==> src/rtl/dmem_arbiter.sv <==
// Arbiter for the single data-memory/IO port, shared by the CPU MEM stage and a DMA/debug master.
// CPU has fixed priority; DMA is forced through after MAX_CPU_RUN contested CPU wins.
module dmem_arbiter #(
    parameter int RD_LAT      = 1,
    parameter int MAX_CPU_RUN = 4
) (
    input  logic        clock,
    input  logic        reset,

    input  logic        cpu_req,
    input  logic        cpu_we,
    input  logic [31:0] cpu_addr,
    input  logic [31:0] cpu_wdata,
    output logic        cpu_gnt,
    output logic        cpu_rvalid,
    output logic        cpu_stall,

    input  logic        dma_req,
    input  logic        dma_we,
    input  logic [31:0] dma_addr,
    input  logic [31:0] dma_wdata,
    output logic        dma_gnt,
    output logic        dma_rvalid,

    output logic [31:0] rdata,

    output logic [31:0] mem_addr,
    output logic [31:0] mem_datain,
    output logic        mem_we,
    input  logic [31:0] mem_dataout
);

    localparam int               RUN_W    = $clog2(MAX_CPU_RUN + 1);
    localparam logic [RUN_W-1:0] RUN_MAX  = RUN_W'(MAX_CPU_RUN);
    localparam logic [2:0]       LAT_LAST = 3'(RD_LAT - 1);

    typedef enum logic [1:0] {
        IDLE,
        ISSUE,
        WAIT
    } state_e;

    state_e           state, state_nxt;
    logic             owner, owner_nxt;     // 0 = CPU, 1 = DMA
    logic [31:0]      addr_q, addr_nxt;
    logic [31:0]      wdata_q, wdata_nxt;
    logic             we_q, we_nxt;
    logic [2:0]       lat_cnt, lat_nxt;
    logic [RUN_W-1:0] run_cnt, run_nxt;
    logic             dma_wins;

    // The latched request drives the port at all times, so the address stays stable through WAIT.
    assign mem_addr   = addr_q;
    assign mem_datain = wdata_q;

    // A read grant does not release the pipeline; only its data beat does.
    assign cpu_stall = cpu_req & ~((cpu_gnt & we_q) | cpu_rvalid);

    // NOTE: every signal written here gets a default first, so no path can infer a latch.
    always_comb begin
        state_nxt  = state;
        owner_nxt  = owner;
        addr_nxt   = addr_q;
        wdata_nxt  = wdata_q;
        we_nxt     = we_q;
        lat_nxt    = lat_cnt;
        run_nxt    = run_cnt;
        dma_wins   = 1'b0;
        cpu_gnt    = 1'b0;
        dma_gnt    = 1'b0;
        cpu_rvalid = 1'b0;
        dma_rvalid = 1'b0;
        mem_we     = 1'b0;
        rdata      = '0;

        unique case (state)
            IDLE: begin
                if (!dma_req) begin
                    run_nxt = '0;
                end
                if (cpu_req || dma_req) begin
                    dma_wins  = dma_req && (!cpu_req || run_cnt == RUN_MAX);
                    owner_nxt = dma_wins;
                    state_nxt = ISSUE;
                    if (dma_wins) begin
                        addr_nxt  = dma_addr;
                        wdata_nxt = dma_wdata;
                        we_nxt    = dma_we;
                        run_nxt   = '0;
                    end else begin
                        addr_nxt  = cpu_addr;
                        wdata_nxt = cpu_wdata;
                        we_nxt    = cpu_we;
                        if (dma_req && run_cnt != RUN_MAX) begin
                            run_nxt = run_cnt + 1'b1;
                        end
                    end
                end
            end

            ISSUE: begin
                mem_we    = we_q;
                cpu_gnt   = ~owner;
                dma_gnt   = owner;
                lat_nxt   = '0;
                state_nxt = we_q ? IDLE : WAIT;
            end

            WAIT: begin
                lat_nxt = lat_cnt + 3'd1;
                if (lat_cnt == LAT_LAST) begin
                    rdata      = mem_dataout;
                    cpu_rvalid = ~owner;
                    dma_rvalid = owner;
                    state_nxt  = IDLE;
                end
            end

            default: state_nxt = IDLE;
        endcase
    end

    // NOTE: sequential state uses non-blocking assignments so every register samples pre-edge values.
    always_ff @(posedge clock) begin
        if (reset) begin
            state   <= IDLE;
            owner   <= 1'b0;
            addr_q  <= '0;
            wdata_q <= '0;
            we_q    <= 1'b0;
            lat_cnt <= '0;
            run_cnt <= '0;
        end else begin
            state   <= state_nxt;
            owner   <= owner_nxt;
            addr_q  <= addr_nxt;
            wdata_q <= wdata_nxt;
            we_q    <= we_nxt;
            lat_cnt <= lat_nxt;
            run_cnt <= run_nxt;
        end
    end

endmodule

==> config.mk <==
export PLATFORM = sky130hd
export DESIGN_NAME = dmem_arbiter
export DESIGN_NICKNAME = d
export VERILOG_FILES = /design/src/rtl/dmem_arbiter.sv
export SDC_FILE = /design/constraint.sdc
export NUM_CORES = 1
export LEC_CHECK = 0
export BUFFER_PORTS_ARGS = -buffer_cell sky130_fd_sc_hd__buf_2
export CORE_AREA = 3 3 103 105
export CTS_BUF_LIST = sky130_fd_sc_hd__clkbuf_8
export CTS_CLUSTER_DIAMETER = 120
export DETAILED_ROUTE_END_ITERATION = 6
export DIE_AREA = 0 0 106 108
export GPL_ROUTABILITY_DRIVEN = 0
export PLACE_DENSITY_LB_ADDON = 0.08
export SYNTH_ARGS = -nofsm -noshare
export SYNTH_HDL_FRONTEND = slang
export SYNTH_SLANG_ARGS = --single-unit
==> constraint.sdc <==
create_clock -name clock -period 1.61 [get_ports clock]
set_input_delay 0.161 -clock clock [delete_from_list [all_inputs] [get_ports clock]]
set_output_delay 0.161 -clock clock [all_outputs]
set_load 0.01 [all_outputs]
==> out/qor.yml <==
vias_per_cell: 5.105
io_buffers: 267
avgRoutedWirePerCell_um: 17.71
peakVddDrop_mv: 0.5571
reg2reg_to: "mem_datain[25]$_SDFFE_PP0P_"
syn_area_mm2: 0.003198
drt-pass1-iter-count: 6
nets: 835
worst_slack_ns: -0.1461
worstPathMaxFanout: 9
ys_seq_area_share_pct: 46.32
grt_max_degree: 46
hpwl_um: 8843
pin_count: 268
fp.dieW_um: 106
holdPathStages: 3
die_h_um: 108
coreArea_mm2: 0.009729
grt-ovfl-total: 0
syn_avg_cell_area_um2: 8.786
hold_slack_ns: 0.04868
clock_path_buffers: 2
syn_nets: 538
slew_viol_final: 0
dr_wl_met2_um: 7310
synthArstFlopShare_pct: 0
synth_top_area_share_pct: 46.32
hold_viol_final: 0
cts-htree-levels: 3
worstMarginPinSlew_ns: 0.5088
violations: "negative setup slack"
slowest_delay_ns: 0.35
drt-total-wl_um: 14130
drv_cap: 0
fin_crit_sh_pct: 109.1
syn_to_final_growth_pct: 89.28
antenna_found_initial: 0
grt_pass1_wl_um: 18440
clock-sinks: 74
clkLatencyLatePin_ns: 0.35
hold_class: "in -> reg"
yosysWarningCount: 0
r2r_slack_ns: -0.15
cts_root_buf: "clkbuf_8"
wl_met3_um: 1156
rows: 36
finalClockSkew_ns: 0.01067
reg2regPathDepth: 10
top_layer: "met4"
wl_met1_um: 5430
path_clk_slew_ns: 0.09
whs_endpoint: "mem_addr[6]$_SDFFE_PP0P_"
ant_nets: 0
synth_edf_count: 0
crit_family: "buffers and inverters"
synth.area.top_cells: "dfxtp_1, a222oi_1, a22oi_1"
final_util_pct: 62.22
grt_pass1_vias: 3721
status: "finished, violations left"
cp.depth: 10
critPathKind: "reg -> reg"
crit_slowest_cell: "dfxtp_2"
cts_tree: "yes"
syn_inst: 364
rsz0062_at_grt: "true"
crit_chain: "inv_2, buf_6, ha_4, nand2_4, a31oi_4, buf_12, buf_12, clkbuf_16, a222oi_1, nor2_1"
drt_iter0_drc: 320
synth_ff_type: "dfxtp_1"
finalSetupViolCount: 73
antenna_cells: 0
startpoint_type: "flop"
relSlewSlack_pct: 66.08
drive_gt1_share_pct: 61.65
crit_arrival_ns: 1.98
cp-end-kind: "flop"
ys_ff_latch: 74
path_buf_inv: 5
pre_cts_ws_ns: -0.006389
p_leak_nw: 2.909
track_usage_pct: 20.05
path_common_cell: "buf_12"
via_count: 4074
cts-buffers-inserted: 9
die-area_mm2: 0.01145
cts_hold_buf: 0
ys_types: 24
p_per_area_mw_per_mm2: 938.4
min-delay-start: "cpu_addr[6]"
min_period_ns: 1.756
yosysTopAreaCell: "dfxtp_1"
fmax_ghz: 0.5695
initial_core_util_pct: 32.87
drc: 0
crit_required_ns: 1.84
timing.rr.start: "state[0]$_SDFFE_PP0P_"
## routing by layer
| layer | GRT usage (%) | up-vias |
|---|---|---|
| met5 | 0 | - |
| met2 | 36.79 | 212 |
| met3 | 5.851 | 20 |
| met4 | 5.828 | 0 |
| li1 | - | 1925 |
| met1 | 22.59 | 1917 |
## layout make-up
class / count / area, µm²
fill: 866 / 3676
sequential: 74 / 1489
clock buffer: 9 / 123.9
multi-input combinational: 250 / 1847
inverter: 7 / 28.78
tap: 133 / 166.4
timing repair buffer: 319 / 2308
clock inverter: 6 / 90.09
## timing repair
item	CTS	global route
resized for setup	47	82
pin swaps	3	69
setup endpoints to repair	37	82
setup buffers	9	12
cloned	1	14
endpoints found under the hold margin	0	0
## flip-flops by register name, summed over array words and instances (netlist names)
signal      cells
lat_cnt         3
mem_addr       32
mem_datain     32
owner           1
run_cnt         3
state           2
we_q            1
## synthesized netlist by cell type, types with 2 or more instances
library cell	instances
clkbuf_1	14
a21oi_1	40
o21ai_0	3
nand3_1	5
nor2_1	42
dfxtp_1	74
nor2b_1	2
buf_1	2
ha_1	8
buf_2	15
and2_1	36
nand2b_1	7
inv_1	7
a222oi_1	33
nand2_1	35
a22oi_1	33
## how the worst max path moves through the flow
| stage | slack (ns) | to | start |
|---|---|---|---|
| 3_3_place_gp | 0.03 | mem_addr[1]$_SDFFE_PP0P_ | run_cnt[0]$_SDFFE_PP0N_ |
| 4_1_cts | -0.10 | rdata[16] | state[0]$_SDFFE_PP0P_ |
| 5_1_grt | -0.22 | rdata[15] | lat_cnt[0]$_SDFFE_PP0P_ |
| 3_5_place_dp | -0.006 | mem_addr[18]$_SDFFE_PP0P_ | run_cnt[0]$_SDFFE_PP0N_ |
| 6_report | -0.15 | mem_datain[25]$_SDFFE_PP0P_ | state[0]$_SDFFE_PP0P_ |
| 2_1_floorplan | 0.01 | mem_addr[11]$_SDFFE_PP0P_ | state[0]$_SDFFE_PP0P_ |
## layout by cell type (no fill, tap or decap), types with 2 or more instances in the layout
cell / Yosys / layout
a22oi_2: 0 / 16
buf_12: 0 / 14
inv_2: 0 / 6
a21oi_2: 0 / 7
dfxtp_1: 74 / 68
buf_2: 15 / 242
and2_4: 0 / 23
a21oi_1: 40 / 33
clkbuf_16: 0 / 11
ha_1: 8 / 3
and2_1: 36 / 13
nor2_1: 42 / 39
buf_4: 1 / 17
nand3_1: 5 / 5
nand2_4: 0 / 2
nand2b_1: 7 / 6
nor2b_1: 2 / 2
clkbuf_8: 0 / 9
a22oi_1: 33 / 17
bufinv_16: 0 / 2
nor2_4: 0 / 2
o21ai_0: 3 / 2
ha_4: 0 / 5
a222oi_1: 33 / 33
nand2_2: 0 / 2
dfxtp_2: 0 / 6
nand2_1: 35 / 31
buf_6: 1 / 33
## report_power, final
part,switching (mW),internal (mW)
clock network,0.715,0.870
registers,0.107,2.01
logic,0.910,1.06
total,1.73,3.95
## kinds of logic after synthesis
kind of cell | Yosys count | share of synthesized area [%]
flip-flops | 74 | 46.32
adder cells (fa/ha/maj) | 8 | 3.130
AND/OR/NAND/NOR | 129 | 19.01
multiplexers | 1 | 0.3130
buffers and inverters | 40 | 5.634
AO/OA/AOI/OAI | 112 | 25.59
## worst min-delay path: stages
cell,delay [ns]
buf_2,0.09
nand2_1,0.04
a21oi_1,0.05
## metrics by stage
stage,instance area (µm²),std cells,setup TNS [ns],power [mW]
final,6053,798,-5.363,5.681
after global placement,4783,748,0,3.504
after floorplan,3198,364,0,2.856
after CTS,5270,773,-2.938,5.237
after detailed placement,4783,748,-0.009076,3.522
after global routing,6053,798,-13.11,5.982
Power figures use the tool's default switching activity.
